`src/rtl/conv_tile_sched.sv`:
```
// conv_tile_sched: holds one 4x4 fp16 ifmap tile plus a 3x3 kernel, streams the tile into the conv engine
// Latency: go -> first eng_start 1 cycle; done pulses 1 cycle after all results + eng_done (or wait timeout)
// Backpressure: none; buffer writes while busy are dropped and flagged in wr_err, go while busy is ignored
//
// Ports: host write path (if_we/if_waddr, wg_we/wg_waddr, wdata), control (go, busy, done, wr_err, tmo_err),
//   ofmap read (of_raddr -> of_rdata, combinational), engine side (eng_start, eng_din, eng_weight,
//   eng_result, eng_dout_valid, eng_done). rst_n is a synchronous active-low reset that clears all state.
// Build option: define CONV_SCHED_RELU_EN to store any result with its sign bit set as 0 (ReLU).

module conv_tile_sched #(
    parameter int DW      = 16,
    parameter int IF_N    = 16,
    parameter int WG_N    = 9,
    parameter int OF_N    = 4,
    parameter int TIMEOUT = 256
) (
    input  logic               clk,
    input  logic               rst_n,
    input  logic               if_we,
    input  logic [3:0]         if_waddr,
    input  logic               wg_we,
    input  logic [3:0]         wg_waddr,
    input  logic [DW-1:0]      wdata,
    input  logic               go,
    input  logic [1:0]         of_raddr,
    output logic [DW-1:0]      of_rdata,
    output logic               busy,
    output logic               done,
    output logic               wr_err,
    output logic               tmo_err,
    output logic               eng_start,
    output logic [DW-1:0]      eng_din,
    output logic [WG_N*DW-1:0] eng_weight,
    input  logic [DW-1:0]      eng_result,
    input  logic               eng_dout_valid,
    input  logic               eng_done
);

    localparam int IW  = $clog2(IF_N);
    localparam int OW  = $clog2(OF_N + 1);
    localparam int OAW = $clog2(OF_N);
    localparam int TW  = $clog2(TIMEOUT + 1);

    typedef enum logic [1:0] {
        S_IDLE,
        S_STREAM,
        S_WAIT_OUT,
        S_DONE
    } state_t;

    state_t          state_q;
    logic            busy_q;
    logic            done_q;
    logic            eng_start_q;
    logic            wr_err_q;
    logic            tmo_err_q;
    logic            seen_done_q;
    logic [IW-1:0]   in_cnt_q;
    logic [OW-1:0]   out_cnt_q;
    logic [TW-1:0]   wait_cnt_q;

    logic [DW-1:0]   ifmap_q [IF_N];
    logic [DW-1:0]   wg_q    [WG_N];
    logic [DW-1:0]   ofmap_q [OF_N];

    logic            idle;
    logic            go_acc;
    logic            capture_en;
    logic            cap_fire;
    logic [DW-1:0]   result_d;
    logic [OW-1:0]   out_cnt_d;
    logic            seen_done_d;
    logic            all_in;
    logic            tmo_hit;

    assign idle       = (state_q == S_IDLE);
    assign go_acc     = go && idle;
    assign capture_en = (state_q == S_STREAM) || (state_q == S_WAIT_OUT);
    // Valids beyond the fourth result are dropped, not wrapped.
    assign cap_fire   = capture_en && eng_dout_valid && (out_cnt_q < OW'(OF_N));

`ifdef CONV_SCHED_RELU_EN
    // Sign bit alone decides, so -0 and negative NaN also clamp to +0.
    assign result_d = eng_result[DW-1] ? '0 : eng_result;
`else
    assign result_d = eng_result;
`endif

    // Completion looks at this cycle's capture/eng_done too, so a last valid and
    // eng_done arriving together still reach DONE on the very next cycle.
    assign out_cnt_d   = out_cnt_q + OW'(cap_fire);
    assign seen_done_d = seen_done_q || (capture_en && eng_done);
    assign all_in      = (out_cnt_d == OW'(OF_N)) && seen_done_d;
    assign tmo_hit     = (wait_cnt_q == TW'(TIMEOUT));

    assign busy      = busy_q;
    assign done      = done_q;
    assign eng_start = eng_start_q;
    assign wr_err    = wr_err_q;
    assign tmo_err   = tmo_err_q;
    assign of_rdata  = ofmap_q[of_raddr];
    assign eng_din   = (state_q == S_STREAM) ? ifmap_q[in_cnt_q] : '0;

    // Weights can only change in IDLE, so the kernel is stable for the whole tile.
    always_comb begin
        eng_weight = '0;
        for (int i = 0; i < WG_N; i++) begin
            eng_weight[i*DW +: DW] = wg_q[i];
        end
    end

    // Tile buffers: host writes only in IDLE (including the go cycle itself).
    always_ff @(posedge clk) begin
        if (!rst_n) begin
            for (int i = 0; i < IF_N; i++) ifmap_q[i] <= '0;
            for (int i = 0; i < WG_N; i++) wg_q[i] <= '0;
            for (int i = 0; i < OF_N; i++) ofmap_q[i] <= '0;
        end else begin
            if (idle) begin
                for (int i = 0; i < IF_N; i++) begin
                    if (if_we && (if_waddr == 4'(i))) ifmap_q[i] <= wdata;
                end
                // Indices WG_N..15 match no entry and fall away.
                for (int i = 0; i < WG_N; i++) begin
                    if (wg_we && (wg_waddr == 4'(i))) wg_q[i] <= wdata;
                end
            end
            if (go_acc) begin
                for (int i = 0; i < OF_N; i++) ofmap_q[i] <= '0;
            end
            if (cap_fire) begin
                ofmap_q[out_cnt_q[OAW-1:0]] <= result_d;
            end
        end
    end

    always_ff @(posedge clk) begin
        if (!rst_n) begin
            state_q     <= S_IDLE;
            busy_q      <= 1'b0;
            done_q      <= 1'b0;
            eng_start_q <= 1'b0;
            wr_err_q    <= 1'b0;
            tmo_err_q   <= 1'b0;
            seen_done_q <= 1'b0;
            in_cnt_q    <= '0;
            out_cnt_q   <= '0;
            wait_cnt_q  <= '0;
        end else begin
            done_q <= 1'b0;
            if (!idle && (if_we || wg_we)) begin
                wr_err_q <= 1'b1;
            end
            if (capture_en) begin
                out_cnt_q   <= out_cnt_d;
                seen_done_q <= seen_done_d;
            end
            case (state_q)
                S_IDLE: begin
                    if (go) begin
                        state_q     <= S_STREAM;
                        busy_q      <= 1'b1;
                        eng_start_q <= 1'b1;
                        wr_err_q    <= 1'b0;
                        tmo_err_q   <= 1'b0;
                        seen_done_q <= 1'b0;
                        in_cnt_q    <= '0;
                        out_cnt_q   <= '0;
                        wait_cnt_q  <= '0;
                    end
                end
                S_STREAM: begin
                    in_cnt_q <= in_cnt_q + IW'(1);
                    if (in_cnt_q == IW'(IF_N - 1)) begin
                        state_q <= S_WAIT_OUT;
                    end
                end
                S_WAIT_OUT: begin
                    // Normal completion wins over a timeout hitting in the same cycle.
                    if (all_in) begin
                        state_q     <= S_DONE;
                        eng_start_q <= 1'b0;
                        done_q      <= 1'b1;
                    end else if (tmo_hit) begin
                        state_q     <= S_DONE;
                        eng_start_q <= 1'b0;
                        done_q      <= 1'b1;
                        tmo_err_q   <= 1'b1;
                    end else begin
                        wait_cnt_q <= wait_cnt_q + TW'(1);
                    end
                end
                S_DONE: begin
                    state_q <= S_IDLE;
                    busy_q  <= 1'b0;
                end
                default: begin
                    state_q <= S_IDLE;
                    busy_q  <= 1'b0;
                end
            endcase
        end
    end

endmodule

```
`config.mk`:
```
export PLATFORM = sky130hd
export DESIGN_NAME = conv_tile_sched
export DESIGN_NICKNAME = d
export VERILOG_FILES = /design/src/rtl/conv_tile_sched.sv
export SDC_FILE = /design/constraint.sdc
export NUM_CORES = 1
export LEC_CHECK = 0
export ABC_AREA = 0
export CAP_MARGIN = 20
export CELL_PAD_IN_SITES_DETAIL_PLACEMENT = 0
export CELL_PAD_IN_SITES_GLOBAL_PLACEMENT = 1
export CORE_ASPECT_RATIO = 1.75
export CORE_UTILIZATION = 50
export CTS_BUF_LIST = sky130_fd_sc_hd__clkbuf_4
export CTS_CLUSTER_DIAMETER = 80
export CTS_CLUSTER_SIZE = 28
export DETAILED_ROUTE_END_ITERATION = 8
export PLACE_DENSITY = 0.94
export SYNTH_ARGS = -nofsm -noshare
export SYNTH_HDL_FRONTEND = slang
export SYNTH_SLANG_ARGS = --single-unit
```
`constraint.sdc`:
```
create_clock -name clk -period 8.7 [get_ports clk]
set_clock_uncertainty 0.15 [all_clocks]
set_input_delay 0.87 -clock clk [delete_from_list [all_inputs] [get_ports clk]]
set_output_delay 0.87 -clock clk [all_outputs]
set_load 0.1 [all_outputs]
```
==> impl_metrics.csv <==
group,metric,value,unit
run_status,status,"complete, no violations",
timing,max_freq,173,MHz
logic_synthesis,avgSynthCellArea,16.0,um^2
finish,fin_cells,1925,
worst_setup_path,required,7.68,ns
placement,place_congestion,0.839,
logic_synthesis,postSynthCellCount,1232,
clock_network,numCtsBuffers,21,
clock_network,path_clk_slew,0.28,ns
worst_setup_path,criticalPathCategory,"reg2out",
global_routing,antenna_found_initial,2,
global_routing,grt_pass1_vias,11400,
drt,drt_pass1_iterations,5,
clock_network,cts.repair.resized,0,
placement,placedCellCount,1892,
global_routing,grt_max_degree,61,
worst_setup_path,crit_fanout,49,
timing,post-route-min-period,5.79,ns
logic_synthesis,synth_area_leaders,"edfxtp_1, mux4_2, nor2_1, dfxtp_1, and2_1",
finish,drive_gt1_share,10.1,%
worst_setup_path,end_kind,"output pin",
logic_synthesis,synth_top_area_cell,"edfxtp_1",
timing,relSlewSlack,28.3,%
clock_network,cts_buffer_depth,3,
clock_network,clkSinkCount,492,
global_routing,grt_pass1_wl,67200,um
logic_synthesis,synthArstFlopShare,0,%
logic_synthesis,synth_edf_count,464,
placement,portBuffers,229,
drt,drcViolationCount,0,
power_and_ir_drop,vdd_ir_drop_max,202,uV
finish,nets,1491,
floorplanning,start_util,51.0,%
timing,rsz0062_at_grt,"no",
floorplanning,num_io_pins,230,
clock_network,hold_buffers,0,
clock_network,clock_latency,0.80,ns
clock_network,tritoncts,"built",
logic_synthesis,synth_flop_cell,"edfxtp_1",
run,cap_violations,0,
logic_synthesis,ys_types,64,
drt,drt-vias-per-instance,5.72,
floorplanning,row_count,95,
logic_synthesis,netlist_area,0.0197,mm^2
clock_network,htree_levels,1,
global_routing,grt_usage,21.9,%
timing,tightestPinTransition,1.07,ns
clock_network,post_cts_buffers,0,
worst_setup_path,worst_ep_arrival_time,4.77,ns
timing,finalCritPeriodShare,66.5,%
floorplanning,die_y,264,um
drt,drtIter0Drc,886,
drt,drtAntennaViolNets,0,
clock_network,cts_root_buf,"clkbuf_4",
floorplanning,die_w,152,um
power_and_ir_drop,powerDensity,232,mW/mm^2
global_routing,gr-total-overflow,0,
worst_setup_path,cp-start-kind,"flip-flop",
drt,post_drt_wl_per_cell,22.6,um
drt,routed_wl,43600,um
worst_hold_path,hp-class,"reg2reg",
finish,area_growth,15.6,%
floorplanning,dieArea,0.0401,mm^2
logic_synthesis,yosysMostFrequentCell,"edfxtp_1",
placement,hpwlAfterDp,30800,um
timing,hold_slack,0.321,ns
drt,vias,11000,
timing,setup_viol,0,
power_and_ir_drop,power_leakage,0.00783,uW
timing,slew_viol_final,0,
timing,setup_tns,0,ns
logic_synthesis,netlist_top_cells_count,"edfxtp_1, nor2_1, and2_1",
timing,finalHoldViolCount,0,
logic_synthesis,synth_warnings,0,
logic_synthesis,synth_top_area_share,70.9,%
logic_synthesis,ys_seq_area_share,73.8,%
logic_synthesis,synth_nets,1291,
logic_synthesis,ys_seq_elements,492,
finish,fin_util,59.0,%
floorplanning,coreArea,0.0385,mm^2
[area by class of cell]
type / instances / area [um^2]
sequential: 492 / 14500
timing repair buffer: 251 / 2480
multi-input combinational: 638 / 4790
fill: 2921 / 15800
inverter: 28 / 105
clock buffer: 27 / 203
clock inverter: 2 / 20.0
antenna: 2 / 5.00
tap: 485 / 607
[worst max-delay path, stage by stage (launching register included)]
cell	delay, ns
dfxtp_4	0.87
buf_4	0.81
mux2i_1	0.17
a22oi_1	0.26
a22oi_1	0.12
o211ai_1	0.41
clkdlybuf4s50_1	1.22
[power breakdown]
| part | leakage (uW) | switching [uW] | internal (uW) | total [uW] |
|---|---|---|---|---|
| clock network | 0.000135 | 634 | 145 | 778 |
| registers | 0.00505 | 90.6 | 2830 | 2920 |
| logic | 0.00264 | 1140 | 436 | 1580 |
| total | 0.00783 | 1870 | 3410 | 5280 |
[cell usage in the layout (no fill, tap or decap), drive strengths merged, types with 24 or more instances in the layout]
| cell type | n |
|---|---|
| nor2 | 178 |
| edfxtp | 464 |
| mux2i | 40 |
| nand2 | 84 |
| clkbuf | 27 |
| nand3 | 24 |
| and2 | 85 |
| clkdlybuf4s50 | 228 |
| a22oi | 26 |
| inv | 29 |
| mux4 | 61 |
| dfxtp | 28 |
[sequential cells by signal, indices dropped and copies added, names as in the netlist, named ones only]
register	cells
ifmap_q	256
wg_q	144
ofmap_q	64
wait_cnt_q	9
in_cnt_q	4
out_cnt_q	3
state_q	2
busy	1
done	1
eng_start	1
seen_done_q	1
tmo_err	1
wr_err	1
[per-layer routing]
layer,global-route usage (%),vias to the layer above,routed length [um]
met5,0,-,0
met4,8.73,0,1570
met3,3.17,85,2390
met2,41.7,439,24000
met1,24.1,5511,15600
li1,-,4982,-
[per-stage QoR]
| stage | area (um^2) | worst slack [ns] | power (uW) |
|---|---|---|---|
| after CTS | 22700 | 2.84 | 5310 |
| after detailed placement | 22400 | 3.83 | 4560 |
| after global placement | 22400 | 3.81 | 4530 |
| after global routing | 22700 | 2.66 | 5460 |
| after floorplan | 19700 | 4.28 | 4170 |
| final | 22700 | 2.91 | 5280 |
[worst paths after layout]
kind | start | end | slack (ns) | depth (start not counted)
setup reg to reg | state_q[0] | ifmap_q[1][4] | 5.34 | 6
setup / recovery | flip-flop | eng_din[13] | 2.91 | 6
hold / removal | wr_err | wr_err | 0.32 | 2
hold reg to reg | wr_err | wr_err | 0.32 | 2
[cell families after synthesis]
kind of cell,Yosys count,synth area share [%]
DFF,492,73.8
and+or+nand+nor,414,9.96
AOI/OAI and AO/OA,108,4.13
muxes,104,9.20
buffers and inverters,102,2.24
adders and majority gates,10,0.637
xor gates and xnor gates,2,0.0891
No activity file was read; power rests on OpenSTA's default activity.
